## config.mk

```make
export PLATFORM = sky130hd
export DESIGN_NAME = signal_acq_core
export DESIGN_NICKNAME = d
export VERILOG_FILES = /design/src/rtl/signal_acq_core_pkg.sv /design/src/rtl/acq_clk_div.sv /design/src/rtl/signal_acq_core.sv
export SDC_FILE = /design/constraint.sdc
export NUM_CORES = 1
export LEC_CHECK = 0
export BUFFER_PORTS_ARGS = -buffer_cell sky130_fd_sc_hd__buf_2
export CAP_MARGIN = 20
export CORE_MARGIN = 2
export CORE_UTILIZATION = 55
export CTS_BUF_LIST = sky130_fd_sc_hd__clkbuf_8 sky130_fd_sc_hd__clkbuf_16
export DETAILED_ROUTE_END_ITERATION = 8
export HOLD_SLACK_MARGIN = 0.03
export PLACE_DENSITY = 0.77
export SYNTH_ARGS = -nofsm -noshare
export SYNTH_HDL_FRONTEND = slang
export SYNTH_HIERARCHICAL = 1
export SYNTH_SLANG_ARGS = --single-unit
```

## constraint.sdc

```tcl
create_clock -name clk_sys -period 9.3 [get_ports clk_sys]
set_clock_uncertainty 0.05 [all_clocks]
set_input_delay 0.93 -clock clk_sys [delete_from_list [all_inputs] [get_ports clk_sys]]
set_output_delay 0.93 -clock clk_sys [all_outputs]
set_load 0.03 [all_outputs]
```

## src/rtl/signal_acq_core_pkg.sv

```systemverilog
// Shared types and fixed field widths for the NMR echo acquisition front end.
package signal_acq_core_pkg;

  localparam int PER_W = 4;
  localparam int ADD_W = 5;

  typedef enum logic [1:0] {
    ST_IDLE,
    ST_STRIP,
    ST_ACQ,
    ST_DONE
  } acq_state_e;

endpackage

```

## src/rtl/acq_clk_div.sv

```systemverilog
// ADC conversion clock divider: half-period of half_m1_i+1 cycles, low while disabled.
// strobe_o marks the cycle in which the clock is driven from low to high.
module acq_clk_div
  import signal_acq_core_pkg::*;
(
  input  logic             clk_sys,
  input  logic             s_reset,
  input  logic             en_i,
  input  logic [PER_W-1:0] half_m1_i,
  output logic             acq_clk_o,
  output logic             strobe_o
);

  logic [PER_W-1:0] cnt_q, cnt_d;
  logic             clk_q, clk_d;

  always_comb begin
    cnt_d    = cnt_q;
    clk_d    = clk_q;
    strobe_o = 1'b0;
    if (!en_i) begin
      // Preloading while idle puts the first rising edge H cycles after enable.
      cnt_d = half_m1_i;
      clk_d = 1'b0;
    end else if (cnt_q == '0) begin
      cnt_d    = half_m1_i;
      clk_d    = ~clk_q;
      strobe_o = ~clk_q;
    end else begin
      cnt_d = cnt_q - PER_W'(1);
    end
  end

  always_ff @(posedge clk_sys) begin
    if (s_reset) begin
      cnt_q <= '0;
      clk_q <= 1'b0;
    end else begin
      cnt_q <= cnt_d;
      clk_q <= clk_d;
    end
  end

  // Gating with enable forces the pin low in the very first cycle outside a run.
  assign acq_clk_o = clk_q & en_i;

endmodule

```

## src/rtl/signal_acq_core.sv

```systemverilog
// Echo acquisition core: strips leading ADC samples, then sums captured samples
// in groups of 1..32 and emits each group sum with a one-cycle valid strobe.
module signal_acq_core
  import signal_acq_core_pkg::*;
#(
  parameter int ADC_W   = 12,
  parameter int NUM_W   = 16,
  parameter int STRIP_W = 12,
  parameter int DATA_W  = 17
) (
  input  logic               clk_sys,
  input  logic               s_reset,
  input  logic               signal_load,
  input  logic               s_acq_en,
  input  logic [NUM_W-1:0]   acqnum,
  input  logic [STRIP_W-1:0] stripnum,
  input  logic [PER_W-1:0]   s_periodnum,
  input  logic [ADD_W-1:0]   s_addchoice,
  input  logic [ADC_W-1:0]   s_ADC,
  output logic               Signal_acq_clk,
  output logic [DATA_W-1:0]  signal_data,
  output logic               signal_valid,
  output logic               acq_done
);

  if (DATA_W < ADC_W + 5) begin : g_width_check
    $error("signal_acq_core: DATA_W must hold 32 full-scale samples");
  end

  acq_state_e         state_q, state_d;
  logic [NUM_W-1:0]   acq_l_q, acq_l_d;
  logic [STRIP_W-1:0] strip_l_q, strip_l_d;
  logic [PER_W-1:0]   per_l_q, per_l_d;
  logic [ADD_W-1:0]   add_l_q, add_l_d;
  logic [NUM_W-1:0]   cnt_q, cnt_d;
  logic [ADD_W-1:0]   grp_q, grp_d;
  logic [DATA_W-1:0]  acc_q, acc_d;
  logic [DATA_W-1:0]  data_q, data_d;
  logic               valid_q, valid_d;
  logic               en_q;

  logic               load_now;
  logic               rise;
  logic               running;
  logic               abort;
  logic               strobe;
  logic [DATA_W-1:0]  sum;

  // A load in the same IDLE cycle as the start edge must already govern that run.
  assign load_now  = (state_q == ST_IDLE) && signal_load;
  assign acq_l_d   = load_now ? acqnum      : acq_l_q;
  assign strip_l_d = load_now ? stripnum    : strip_l_q;
  assign per_l_d   = load_now ? s_periodnum : per_l_q;
  assign add_l_d   = load_now ? s_addchoice : add_l_q;

  assign rise    = s_acq_en & ~en_q;
  assign running = (state_q == ST_STRIP) || (state_q == ST_ACQ);
  assign abort   = running & ~s_acq_en;
  assign sum     = acc_q + DATA_W'(s_ADC);

  acq_clk_div u_clk_div (
    .clk_sys   (clk_sys),
    .s_reset   (s_reset),
    .en_i      (running),
    .half_m1_i (per_l_d),
    .acq_clk_o (Signal_acq_clk),
    .strobe_o  (strobe)
  );

  always_comb begin
    state_d = state_q;
    cnt_d   = cnt_q;
    grp_d   = grp_q;
    acc_d   = acc_q;
    data_d  = data_q;
    valid_d = 1'b0;
    unique case (state_q)
      ST_IDLE: begin
        cnt_d = '0;
        grp_d = add_l_d;
        acc_d = '0;
        if (rise) begin
          if (strip_l_d != '0) begin
            state_d = ST_STRIP;
            cnt_d   = NUM_W'(strip_l_d);
          end else begin
            state_d = ST_ACQ;
            cnt_d   = acq_l_d;
          end
        end
      end
      ST_STRIP: begin
        if (abort) begin
          state_d = ST_IDLE;
        end else if (cnt_q == '0) begin
          state_d = (acq_l_q == '0) ? ST_DONE : ST_ACQ;
          cnt_d   = acq_l_q;
        end else if (strobe) begin
          cnt_d = cnt_q - NUM_W'(1);
        end
      end
      ST_ACQ: begin
        if (abort) begin
          state_d = ST_IDLE;
        end else if (cnt_q == '0) begin
          state_d = ST_DONE;
        end else if (strobe) begin
          cnt_d = cnt_q - NUM_W'(1);
          // Close the group on its G-th sample, or early on the final sample.
          if ((grp_q == '0) || (cnt_q == NUM_W'(1))) begin
            data_d  = sum;
            valid_d = 1'b1;
            acc_d   = '0;
            grp_d   = add_l_q;
          end else begin
            acc_d = sum;
            grp_d = grp_q - ADD_W'(1);
          end
        end
      end
      ST_DONE: begin
        state_d = ST_IDLE;
      end
      default: begin
        state_d = ST_IDLE;
      end
    endcase
  end

  always_ff @(posedge clk_sys) begin
    if (s_reset) begin
      state_q   <= ST_IDLE;
      acq_l_q   <= '0;
      strip_l_q <= '0;
      per_l_q   <= '0;
      add_l_q   <= '0;
      cnt_q     <= '0;
      grp_q     <= '0;
      acc_q     <= '0;
      data_q    <= '0;
      valid_q   <= 1'b0;
      en_q      <= 1'b0;
    end else begin
      state_q   <= state_d;
      acq_l_q   <= acq_l_d;
      strip_l_q <= strip_l_d;
      per_l_q   <= per_l_d;
      add_l_q   <= add_l_d;
      cnt_q     <= cnt_d;
      grp_q     <= grp_d;
      acc_q     <= acc_d;
      data_q    <= data_d;
      valid_q   <= valid_d;
      en_q      <= s_acq_en;
    end
  end

  assign signal_data  = data_q;
  assign signal_valid = valid_q;
  assign acq_done     = (state_q == ST_DONE);

endmodule

```

After elaboration in Yosys (flattened, before gate mapping)
Cells that the tools add are included.
{"block": "word_totals", "inputBits": 53, "reg_bits": 101}
{"block": "op_classes", "bitwise": 11, "n_reduce_logical": 17, "add_sub_neg": 4, "eq_ne": 11, "n_mux": 35}
{"operator": "two-way mux 16 bit", "count": 8}
{"operator": "two-way mux 17 bit", "count": 4}
{"operator": "case mux 16 bit (3 select lines)", "count": 1}
{"operator": "case mux 17 bit (2 select lines)", "count": 1}
{"operator": "zero test 16 bit", "count": 2}
{"operator": "two-way mux 5 bit", "count": 5}
{"operator": "adder 17 x 12 -> 17 bit", "count": 1}
{"operator": "== test 16 x 1 -> 1 bit (second input constant)", "count": 1}
{"operator": "subtractor 16 x 1 -> 16 bit (second input constant)", "count": 1}
{"operator": "two-way mux 12 bit", "count": 1}
{"operator": "two-way mux 2 bit", "count": 6}
{"operator": "two-way mux 4 bit", "count": 3}
{"operator": "nonzero test 12 bit", "count": 1}
{"operator": "inequality test 2 bit (second input constant)", "count": 5}
{"operator": "case mux 5 bit (2 select lines)", "count": 1}
{"operator": "inverter 1 bit", "count": 8}
{"operator": "case mux 2 bit (4 select lines)", "count": 1}
{"operator": "AND reduction 4 bit", "count": 2}
{"operator": "inequality test 3 x 2 -> 1 bit (second input constant)", "count": 2}
{"operator": "zero test 5 bit", "count": 1}
{"operator": "AND reduction 5 bit", "count": 1}
{"operator": "OR reduction 5 bit", "count": 1}
{"operator": "subtractor 5 x 1 -> 5 bit (second input constant)", "count": 1}
{"operator": "== test 2 bit (second input constant)", "count": 2}
{"operator": "12 further kinds", "count": 18}

Longest topological paths before layout
Gate-level depths: netlist of the first run.
{"block": "logic_depth", "word_depth": 7, "ltp_mapped": 14, "ltp_nobuf": 10}

Hierarchy
Netlist of the first run, hierarchy kept.
{"mod": "signal_acq_core", "cells_each": 628, "n_inst": 1, "area_each_um2": 5228.8, "seq_area_each_um2": 1921.8}
{"mod": "acq_clk_div", "cells_each": 35, "n_inst": 1, "area_each_um2": 300.3, "seq_area_each_um2": 100.1}

Worst setup path before layout of the first run
No wires, ideal clock.
{"block": "synth_path", "path_kind": "register -> register", "from": "reg state_q[0]", "to": "reg cnt_q[8] (netlist name)", "setup_ns": 0.134, "arrival_ns": 2.981, "path_buffers": 2, "path_slack_ns": 6.135, "stages_incl_launch_ff": 12, "cell_sequence": "dfxtp_1 -> inv_1 -> ha_1 -> clkbuf_1 -> nor3b_1 -> clkbuf_1 -> nor4bb_1 -> nand2_1 -> or3_2 -> xnor2_1 -> a221oi_1 -> a211oi_1"}
{"element": "from (decl)", "line": "signal_acq_core.sv:30", "source": "acq_state_e state_q, state_d;"}
{"element": "from (signal assigned)", "line": "signal_acq_core.sv:144", "source": "state_q <= state_d;"}

==> qor.txt, run 1 <==
Mapped Cells -> 663
sequential-to-total area share from yosys stat -> 36.57%
EDFF count, synth -> 0
via/cell ratio -> 5.870
Nets -> 790
crit start category -> register
Worst Path Required -> 9.47 ns
Sink Count -> 101
Post-CTS Resized -> 0
max-cap viol count -> 0
f_max -> 267.4 MHz
Synth Area in Simple Gates -> 23.29%
core box area -> 9774 um^2
Chip Height -> 104.3 um
Leak -> 2.589 nW
vias in the first global route -> 4758
run status -> finished, final reports clean
Post-synth top flop -> dfxtp_1
final hold vios -> 0
gpl congestion -> 0.8708
worst-margin pin slew -> 1.041 ns
Syn Area/Cell -> 8.339 um^2
Remaining Overflow, GRT -> 0
Reg2Reg Depth -> 9
wirelength, routed -> 13500 um
Detailed Route Iter0 Violations -> 390
Tot GR Track Use -> 25.24%
drt pass-1 iters -> 6
overall power -> 1.747 mW
Initial Utilization -> 56.57%
Setup TNS -> 0 ns
post-synth cell types -> 73
Max stage delay on crit path -> 0.74 ns
Synth Area in Adders -> 5.341%
peak supply drop -> 0.0001888 V
DRC errors left -> 0
syn_nets -> 739
#FFs+latches synth -> 101
DP Wirelength -> 9856 um
critical path depth -> 9
final non-filler cell total -> 852
power per cell area -> 287.2 nW/um^2
family with the most delay on the worst path -> simple AND/OR/NAND/NOR gates
Worst path slowest cell -> nor3b_1
placed insts -> 836
CTS Hold Bufs -> 0
Die W -> 104.3 um
number of core rows -> 36
worst path arrival time -> 3.91 ns
CP Class -> register to register
Post-Synth XOR/XNOR Area -> 4.119%
CP endpoint kind -> register
largest net degree at the start of global routing -> 101
worst hold path depth -> 2
CP Max Fanout -> 19
WL per Instance -> 15.85 um
Ports -> 73
Area Growth Syn to Fin -> 10.02%
Final Setup Violations -> 0
Tcrit/Tclk final -> 40.21%
number of antenna violations at the first check in global routing -> 0
WHS -> 0.4098 ns
yosys warns -> 6
proportion of synthesized area in mux cells -> 5.635%
I/O Buffers -> 72
crit path cell chain -> inv_1, ha_1, nor3b_1, nor4bb_1, nand2_1, or3_2, xnor2_1, a221oi_1, a211oi_1
Root Buffer -> clkbuf_8
clock slew at reported path FFs -> 0.10 ns
Min Clock Period, post-route -> 3.739 ns
Worst-Skew Late Latency -> 0.37 ns
layout cells sized above 1 -> 15.16%
RSZ-0062 raised after global routing -> false
HP Class -> register to register
fin. max-slew vios -> 0
WP buf/inv -> 1
total CTS buffers -> 9
Post-CTS Setup Bufs -> 0
CTS tree -> done
ANT cells -> 0
Layout Utilization -> 62.24%
Compound-Gate Fraction of Synth Area -> 20.64%
die area -> 10870 um^2
first-pass GRT wire length -> 22610 um
via count -> 5001
Async SR Flop Fraction -> 0%
Slew Limit Headroom -> 30.58%
clock buffer depth -> 2
largest family of logic cells by synthesized area -> simple AND/OR/NAND/NOR gates
synthesized cell area -> 5529 um^2
H-tree depth -> 3
final antenna-violating net count -> 0
worst min-delay path, cell delays in order, from the launching register on:
cell and delay (ns):
dfxtp_1 0.31, nand2_1 0.05, a21oi_1 0.05
layout by cell type (no fill, tap or decap), types with 8 or more instances in the layout:
cell type / instances
a21oi_1: 47
nor4_1: 12
nand3_1: 12
mux2i_1: 30
inv_1: 22
xor2_1: 11
dfxtp_1: 101
nand2_1: 72
buf_2: 72
clkbuf_8: 9
nor2b_1: 14
nor2_1: 86
a221oi_1: 9
o22ai_1: 8
o21ai_0: 19
xnor2_1: 15
a211oi_1: 21
ha_1: 22
report_power, final:
group	internal, mW	total (mW)	switching (mW)	leakage, nW
sequential	0.517	0.591	0.0743	0.824
combinational	0.335	0.904	0.570	1.67
clock	0.0965	0.251	0.155	0.0900
kinds of logic (layout without fill, tap and decap cells):
group,count (synthesis),in the layout
muxes,31,31
xor gates and xnor gates,26,26
and+or+nand+nor,260,260
buffers and inverters,55,111
AOI/OAI and AO/OA,167,167
DFF,101,101
adders and majority gates,23,23
layer usage:
metal,share of wire [%],global-route usage (%)
met1,46,34.56
met3,5.7,4.323
met2,47,39.92
met4,1.7,9.266
met5,0,0
flip-flops by register name, summed over array words and instances, names as in the netlist:
| name | count |
|---|---|
| en_q | 1 |
| u_clk_div/clk_q | 1 |
| acq_l_q | 16 |
| u_clk_div/cnt_q | 4 |
| add_l_q | 5 |
| signal_data | 17 |
| state_q | 2 |
| cnt_q | 16 |
| strip_l_q | 12 |
| per_l_q | 4 |
| grp_q | 5 |
| acc_q | 17 |
| signal_valid | 1 |
cells in the mapped netlist, drive strengths merged, types with 8 or more instances:
master	number	area, um^2
a211oi	22	170.2
a21oi	47	235.2
a221oi	9	78.83
buf	17	95.09
clkbuf	18	68.81
dfxtp	101	2022
ha	22	275.3
inv	19	71.32
mux2i	30	300.3
nand2	74	280.3
nand3	12	60.06
nor2	87	329.1
nor2b	14	87.58
nor4	12	75.07
o21ai	22	110.1
o22ai	8	50.05
or3	8	63.81
xnor2	15	131.4
xor2	11	96.34
path summary, 6_finish.rpt:
check              endpoint            from  slack (ns)
max                cnt_q[8]      state_q[0]        5.56
min          signal_data[5]  signal_data[5]        0.41
max reg2reg        cnt_q[8]      state_q[0]        5.56
min reg2reg  signal_data[5]  signal_data[5]        0.41
metrics by stage:
| step | worst slack, ns | cell area (um^2) |
|---|---|---|
| final | 5.561 | 6083 |
| after global routing | 5.099 | 6083 |
| after CTS | 5.544 | 6083 |
| after detailed placement | 5.566 | 5916 |
| after global placement | 5.730 | 5916 |
| after floorplan | 6.135 | 5529 |
final cells by class:
| cell class | count | area (um^2) |
|---|---|---|
| clock buffer | 9 | 123.9 |
| multi-input combinational | 507 | 3266 |
| sequential | 101 | 2022 |
| inverter | 19 | 71.32 |
| tap | 133 | 166.4 |
| fill | 893 | 3691 |
| clock inverter | 7 | 43.79 |
| timing repair buffer | 76 | 390.4 |
No activity file was read; power rests on OpenSTA's default activity.
==> run 2: changes to the inputs <==
--- a/config.mk
+++ b/config.mk
@@ -5,10 +5,11 @@
 export SDC_FILE = /design/constraint.sdc
 export NUM_CORES = 1
 export LEC_CHECK = 0
+export ABC_AREA = 1
 export BUFFER_PORTS_ARGS = -buffer_cell sky130_fd_sc_hd__buf_2
 export CAP_MARGIN = 20
 export CORE_MARGIN = 2
-export CORE_UTILIZATION = 55
+export CORE_UTILIZATION = 53
 export CTS_BUF_LIST = sky130_fd_sc_hd__clkbuf_8 sky130_fd_sc_hd__clkbuf_16
 export DETAILED_ROUTE_END_ITERATION = 8
 export HOLD_SLACK_MARGIN = 0.03
==> constraint.sdc (replaced) <==
create_clock -name clk_sys -period 3.1 [get_ports clk_sys]
set_clock_uncertainty 0.05 [all_clocks]
set_input_delay 0.31 -clock clk_sys [delete_from_list [all_inputs] [get_ports clk_sys]]
set_output_delay 0.31 -clock clk_sys [all_outputs]
set_load 0.03 [all_outputs]
==> run 2 against run 1 <==
Effect of this change:
- design area rose by 13%
- first-iteration DRC count is 5.9% higher
- combinational power grew to 3.3 times the previous value
- non-clock buffer count is 6 higher
- fmax grew 44%
- sequential cell count stayed put
- sequential power grew to 2.9 times the previous value
- die area grew 14%
- core utilization fell by 1.3 points
- via count grew 24%
- critical path type unchanged
- largest cell class unchanged
==> qor.txt, run 2 <==
run status -> finished, final reports clean (unchanged)
CP endpoint kind -> register (unchanged)
Setup TNS -> 0 ns (unchanged)
Reg-to-Reg Start -> state_q[0] (unchanged)
syn_nets -> 1047 (was 739)
overall power -> 5.970 mW (was 1.747 mW)
Post-synth top cells -> 248 x nand2_1, 151 x nor2_1, 111 x inv_1 (was 101 x dfxtp_1, 86 x nor2_1, 73 x nand2_1)
first-pass GRT wire length -> 25900 um (was 22610 um)
placed insts -> 1164 (was 836)
CTS tree -> done (unchanged)
EDFF count, synth -> 0 (unchanged)
CTS Hold Bufs -> 0 (unchanged)
Worst R2R End -> cnt_q[5] (was cnt_q[8])
Leak -> 3.469 nW (was 2.589 nW)
most common cell after layout, fill and taps aside -> nand2_1 (was dfxtp_1)
Final Setup Violations -> 0 (unchanged)
final antenna-violating net count -> 0 (unchanged)
Initial Utilization -> 54.03% (was 56.57%)
final hold vios -> 0 (unchanged)
CP Max Fanout -> 11 (was 19)
f_max -> 384.8 MHz (was 267.4 MHz)
vias in the first global route -> 5854 (was 4758)
clock buffer depth -> 2 (unchanged)
Remaining Overflow, GRT -> 0 (unchanged)
Post-synth top flop -> dfxtp_1 (unchanged)
Syn Area/Cell -> 6.300 um^2 (was 8.339 um^2)
synth top area cells -> dfxtp_1 33%, nand2_1 15%, nor2_1 9.3%, nand3_1 7.0%, inv_1 6.8% (was dfxtp_1 37%, nor2_1 5.8%, mux2i_1 5.4%, ha_1 5.0%, nand2_1 5.0%)
CP Class -> register to register (unchanged)
power per cell area -> 865.3 nW/um^2 (was 287.2 nW/um^2)
most frequent cell after synthesis -> nand2_1 (was dfxtp_1)
final instance area -> 6899 um^2 (was 6083 um^2)
synthesized cell area -> 6117 um^2 (was 5529 um^2)
layout cells sized above 1 -> 12.84% (was 15.16%)
worst path arrival time -> 2.84 ns (was 3.91 ns)
die area -> 12420 um^2 (was 10870 um^2)
Synth Area in Simple Gates -> 36.16% (was 23.29%)
RSZ-0062 raised after global routing -> false (unchanged)
Post-CTS Setup Bufs -> 0 (unchanged)
largest net degree at the start of global routing -> 64 (was 101)
Slew Limit Headroom -> 29.01% (was 30.58%)
worst-margin pin slew -> 1.064 ns (was 1.041 ns)
Root Buffer -> clkbuf_16 (was clkbuf_8)
HP Class -> input port to register (was register to register)
Worst Path Required -> 3.34 ns (was 9.47 ns)
Post-CTS Resized -> 0 (unchanged)
Compound-Gate Fraction of Synth Area -> 13.40% (was 20.64%)
final non-filler cell total -> 1179 (was 852)
Tot GR Track Use -> 24.96% (was 25.24%)
Hold Path Origin -> stripnum[10] (was signal_data[5])
largest family of logic cells by synthesized area -> simple AND/OR/NAND/NOR gates (unchanged)
via count -> 6202 (was 5001)
Synth Area in Adders -> 4.827% (was 5.341%)
commonest non-fill, non-tap cells in the layout -> 248 x nand2_1, 151 x nor2_1, 112 x inv_1, 101 x dfxtp_1, 86 x nand3_1 (was 101 x dfxtp_1, 86 x nor2_1, 72 x nand2_1, 72 x buf_2, 47 x a21oi_1)
sequential-to-total area share from yosys stat -> 33.05% (was 36.57%)
clock slew at reported path FFs -> 0.07 ns (was 0.10 ns)
Worst-Skew Late Latency -> 0.35 ns (was 0.37 ns)
ANT cells -> 0 (unchanged)
WL per Instance -> 12.69 um (was 15.85 um)
DP Wirelength -> 10780 um (was 9856 um)
Nets -> 1108 (was 790)
DRC errors left -> 0 (unchanged)
core box area -> 11320 um^2 (was 9774 um^2)
wirelength, routed -> 14960 um (was 13500 um)
Ports -> 73 (unchanged)
area share of the largest cell type after synthesis -> 33.05% (was 36.57%)
yosys warns -> 6 (unchanged)
post-synth top area cell -> dfxtp_1 (unchanged)
Area Growth Syn to Fin -> 12.78% (was 10.02%)
post-synth cell types -> 35 (was 73)
Sink Count -> 101 (unchanged)
worst hold path depth -> 3 (was 2)
drt pass-1 iters -> 5 (was 6)
Reg2Reg Depth -> 10 (was 9)
via/cell ratio -> 5.260 (was 5.870)
Detailed Route Iter0 Violations -> 413 (was 390)
Worst Hold End -> strip_l_q[10] (was signal_data[5])
Post-Synth XOR/XNOR Area -> 1.718% (was 4.119%)
total CTS buffers -> 9 (unchanged)
Die W -> 111.4 um (was 104.3 um)
Async SR Flop Fraction -> 0% (unchanged)
H-tree depth -> 3 (unchanged)
fin. max-slew vios -> 0 (unchanged)
Mapped Cells -> 971 (was 663)
proportion of synthesized area in mux cells -> 0.6545% (was 5.635%)
max-cap viol count -> 0 (unchanged)
Tcrit/Tclk final -> 83.83% (was 40.21%)
gpl congestion -> 0.9460 (was 0.8708)
placed cell area -> 6574 um^2 (was 5916 um^2)
Chip Height -> 111.4 um (was 104.3 um)
crit start category -> register (unchanged)
number of core rows -> 39 (was 36)
I/O Buffers -> 72 (unchanged)
number of antenna violations at the first check in global routing -> 0 (unchanged)
Min Clock Period, post-route -> 2.599 ns (was 3.739 ns)
reg2reg setup slack -> 0.50 ns (was 5.56 ns)
#FFs+latches synth -> 101 (unchanged)
peak supply drop -> 0.0004521 V (was 0.0001888 V)
==> run 2: changes by cell type after synthesis, sizes merged, moves of 13 or more <==
| cell | delta |
|---|---|
| mux2i | -26 |
| nand2 | +181 |
| a211oi | -22 |
| a21oi | +14 |
| nor2 | +72 |
| nor2b | -14 |
| inv | +105 |
| o21ai | +53 |
| nand3 | +76 |
| xnor2 | -13 |
==> run 2: report_power, final <==
part           internal (mW)  total [mW]  switching [mW]
clock network          0.746        1.24           0.498
registers               1.57        1.73           0.161
logic                  0.964        3.00            2.03
total                   3.28        5.97            2.69
==> run 2: kinds of logic (layout without fill, tap and decap cells) <==
logic type	after synthesis	in the layout
and+or+nand+nor	522	522
AOI/OAI and AO/OA	153	153
muxes	4	4
DFF	101	101
adders and majority gates	23	23
buffers and inverters	156	221
xor gates and xnor gates	12	12
==> run 2: stage by stage <==
stage / util, % / hold WS [ns] / setup slack (ns)
3_3_place_gp: 58.07 / 0.4210 / 0.6214
3_5_place_dp: 58.07 / 0.4198 / 0.5043
4_1_cts: 60.94 / 0.1661 / 0.4847
5_1_grt: 60.94 / 0.1756 / 0.2144
6_report: 60.94 / 0.1619 / 0.5012
2_1_floorplan: - / 0.3774 / 0.8552
==> run 2: how the worst max path moves through the flow <==
stage | slack (ns) | endpoint | cells after the start | from
after floorplan | 0.86 | grp_q[4] | 11 | state_q[1]
after global placement | 0.62 | cnt_q[8] | 10 | state_q[0]
after detailed placement | 0.50 | signal_data[4] | 13 | state_q[1]
after CTS | 0.48 | signal_data[4] | 13 | state_q[1]
after global routing | 0.21 | cnt_q[9] | 10 | state_q[1]
final | 0.50 | cnt_q[5] | 10 | state_q[0]
==> run 2: cell type report <==
cell class | count | area (um^2)
clock buffers | 11 | 252.7
clock inverters | 4 | 72.57
fillers | 1133 | 4422
inverters | 124 | 465.4
multi-input cells | 714 | 3472
flip-flops and latches | 101 | 2022
well taps | 143 | 178.9
repair buffers | 82 | 435.4
==> run 2: worst max-delay path, cell delays in order, from the launching register on <==
cell     delay, ns
dfxtp_1       0.36
inv_1         0.10
ha_1          0.43
buf_4         0.23
nor2_1        0.57
inv_2         0.26
nor2_4        0.26
nand2_1       0.09
nand2_1       0.07
nor2_1        0.04
nor2_1        0.08
==> run 2: per-layer routing <==
layer	share of wire [%]	global-route usage, %	routed length (um)
met3	5.4	3.702	807
met1	47	32.73	7060
met4	2.9	11.36	436
met5	0	0	0
met2	44	40.81	6652
==> run 3: changes to the inputs <==
--- a/config.mk
+++ b/config.mk
@@ -9,11 +9,11 @@
 export BUFFER_PORTS_ARGS = -buffer_cell sky130_fd_sc_hd__buf_2
 export CAP_MARGIN = 20
 export CORE_MARGIN = 2
-export CORE_UTILIZATION = 53
+export CORE_UTILIZATION = 55
 export CTS_BUF_LIST = sky130_fd_sc_hd__clkbuf_8 sky130_fd_sc_hd__clkbuf_16
 export DETAILED_ROUTE_END_ITERATION = 8
 export HOLD_SLACK_MARGIN = 0.03
-export PLACE_DENSITY = 0.77
+export PLACE_DENSITY = 0.76
 export SYNTH_ARGS = -nofsm -noshare
 export SYNTH_HDL_FRONTEND = slang
 export SYNTH_HIERARCHICAL = 1
==> constraint.sdc (replaced) <==
create_clock -name clk_sys -period 2.6 [get_ports clk_sys]
set_clock_uncertainty 0.05 [all_clocks]
set_input_delay 0.26 -clock clk_sys [delete_from_list [all_inputs] [get_ports clk_sys]]
set_output_delay 0.26 -clock clk_sys [all_outputs]
set_load 0.03 [all_outputs]
==> run 3 against run 2 <==
Effect of this change:
- first-iteration DRC count grew 14%
- critical endpoint is now cnt_q[1]
- fmax grew 12%
- register-to-register slack worse by 0.23 ns
- largest cell class unchanged
- total power increased by 12%
- design area fell by 1.3%
- clock power down 19%
- setup slack worse by 0.23 ns
- largest power group unchanged
- routed wire length grew 1.1%
==> qor.txt, run 3 (same netlist as run 2, synthesis figures left out) <==
layout cells sized above 1 -> 13.44% (was 12.84%)
Post-CTS Setup Bufs -> 0 (unchanged)
I/O Buffers -> 72 (unchanged)
commonest non-fill, non-tap cells in the layout -> 248 x nand2_1, 150 x nor2_1, 112 x inv_1, 101 x dfxtp_1, 86 x nand3_1 (was 248 x nand2_1, 151 x nor2_1, 112 x inv_1, 101 x dfxtp_1, 86 x nand3_1)
H-tree depth -> 3 (unchanged)
CP Max Fanout -> 36 (was 11)
first-pass GRT wire length -> 25230 um (was 25900 um)
run status -> finished, final reports clean (unchanged)
Root Buffer -> clkbuf_8 (was clkbuf_16)
worst path arrival time -> 2.58 ns (was 2.84 ns)
WL per Instance -> 12.80 um (was 12.69 um)
Worst Path Required -> 2.85 ns (was 3.34 ns)
crit start category -> register (unchanged)
die area -> 11980 um^2 (was 12420 um^2)
Tot GR Track Use -> 26.73% (was 24.96%)
HP Class -> input port to register (unchanged)
power per cell area -> 985.0 nW/um^2 (was 865.3 nW/um^2)
final hold vios -> 0 (unchanged)
Max stage delay on crit path -> 0.36 ns (was 0.57 ns)
Sink Count -> 101 (unchanged)
Area Growth Syn to Fin -> 11.37% (was 12.78%)
Initial Utilization -> 56.43% (was 54.03%)
Leak -> 3.437 nW (was 3.469 nW)
via count -> 6155 (was 6202)
RSZ-0062 raised after global routing -> false (unchanged)
core box area -> 10840 um^2 (was 11320 um^2)
largest net degree at the start of global routing -> 64 (unchanged)
Worst path slowest cell -> dfxtp_1 (was nor2_1)
CP Class -> register to register (unchanged)
CP most frequent cell -> nand3_1 (was nor2_1)
worst-margin pin slew -> 0.7377 ns (was 1.064 ns)
vias in the first global route -> 5581 (was 5854)
CP endpoint kind -> register (unchanged)
Multi-input gate area -> 3475 um^2 (was 3472 um^2)
Nets -> 1113 (was 1108)
Slew Limit Headroom -> 50.82% (was 29.01%)
fin. max-slew vios -> 0 (unchanged)
max-cap viol count -> 0 (unchanged)
Die W -> 109.5 um (was 111.4 um)
clock slew at reported path FFs -> 0.10 ns (was 0.07 ns)
ANT cells -> 0 (unchanged)
Tcrit/Tclk final -> 89.55% (was 83.83%)
Ports -> 73 (unchanged)
via/cell ratio -> 5.207 (was 5.260)
drt pass-1 iters -> 5 (unchanged)
gpl congestion -> 0.8949 (was 0.9460)
DRC errors left -> 0 (unchanged)
peak supply drop -> 0.0005409 V (was 0.0004521 V)
# fillers -> 1082 (was 1133)
crit path cell chain -> inv_1, ha_1, nand2_4, o21ai_0, nor2_1, nand2_1, nor2_1, nand3_1, nand3_1, nand3_1, nand2_1, inv_1 (was inv_1, ha_1, buf_4, nor2_1, inv_2, nor2_4, nand2_1, nand2_1, nor2_1, nor2_1)
Chip Height -> 109.5 um (was 111.4 um)
WHS -> 0.05701 ns (was 0.1619 ns)
DP Wirelength -> 10990 um (was 10780 um)
CTS tree -> done (unchanged)
Worst-Skew Late Latency -> 0.39 ns (was 0.35 ns)
wirelength, routed -> 15130 um (was 14960 um)
FF/Latch Area -> 2022 um^2 (unchanged)
Min Clock Period, post-route -> 2.328 ns (was 2.599 ns)
total CTS buffers -> 9 (unchanged)
Final Setup Violations -> 0 (unchanged)
Remaining Overflow, GRT -> 0 (unchanged)
clock buffer depth -> 2 (unchanged)
number of core rows -> 38 (was 39)
most common cell after layout, fill and taps aside -> nand2_1 (unchanged)
Detailed Route Iter0 Violations -> 471 (was 413)
final antenna-violating net count -> 0 (unchanged)
f_max -> 429.5 MHz (was 384.8 MHz)
number of antenna violations at the first check in global routing -> 0 (unchanged)
Setup TNS -> 0 ns (unchanged)
==> run 3: power by group <==
group | total, mW | leakage (nW) | switching, mW | internal [mW]
clock | 1.01 | 0.105 | 0.567 | 0.442
sequential | 2.06 | 0.828 | 0.193 | 1.87
combinational | 3.64 | 2.50 | 2.46 | 1.19
==> run 3: through the flow <==
| stage | util [%] | total power [mW] | setup WS (ns) | area, um^2 | instances |
|---|---|---|---|---|---|
| final | 62.85 | 6.711 | 0.2716 | 6813 | 1182 |
| after floorplan | - | 4.840 | 0.3552 | 6117 | 971 |
| after CTS | 62.82 | 6.710 | 0.2589 | 6810 | 1182 |
| after global placement | 61.07 | 5.647 | 0.3431 | 6620 | 1166 |
| after detailed placement | 61.07 | 5.675 | 0.2809 | 6620 | 1166 |
| after global routing | 62.85 | 7.345 | 0.04281 | 6813 | 1182 |
==> run 3: repair_timing <==
item                       CTS  global route
hold buffers                 0             0
resized for setup            0             1
setup endpoints to repair    0             2
==> run 3: cell type report <==
class,count,area share (%)
multi-input cells,714,51.00
flip-flops and latches,101,29.68
repair buffers,87,7.126
inverters,124,6.832
well taps,140,2.571
clock buffers,9,1.818
clock inverters,7,0.9734
==> run 3: final timing paths <==
check | endpoint | start | cells after the start | slack (ns)
hold / removal | en_q | s_acq_en | 3 | 0.06
setup reg to reg | cnt_q[1] | state_q[0] | 12 | 0.27
hold reg to reg | acc_q[9] | acc_q[9] | 2 | 0.44
setup / recovery | cnt_q[1] | state_q[0] | 12 | 0.27
==> run 3: worst max-delay path: cells and delay by family, from the launching register on <==
family                   cells  cell delay (ns)
AND/OR/NAND/NOR              8             1.25
AO/OA/AOI/OAI                1             0.19
adder cells (fa/ha/maj)      1             0.25
buffers and inverters        2             0.13
flip-flops                   1             0.36
==> run 3: per-layer routing <==
layer | track usage [%] | vias up | share of wire [%]
li1 | - | 3221 | -
met1 | 35.96 | 2743 | 48
met2 | 42.42 | 172 | 44
met3 | 6.520 | 19 | 6.4
met4 | 8.137 | 0 | 1.8
met5 | 0 | - | 0
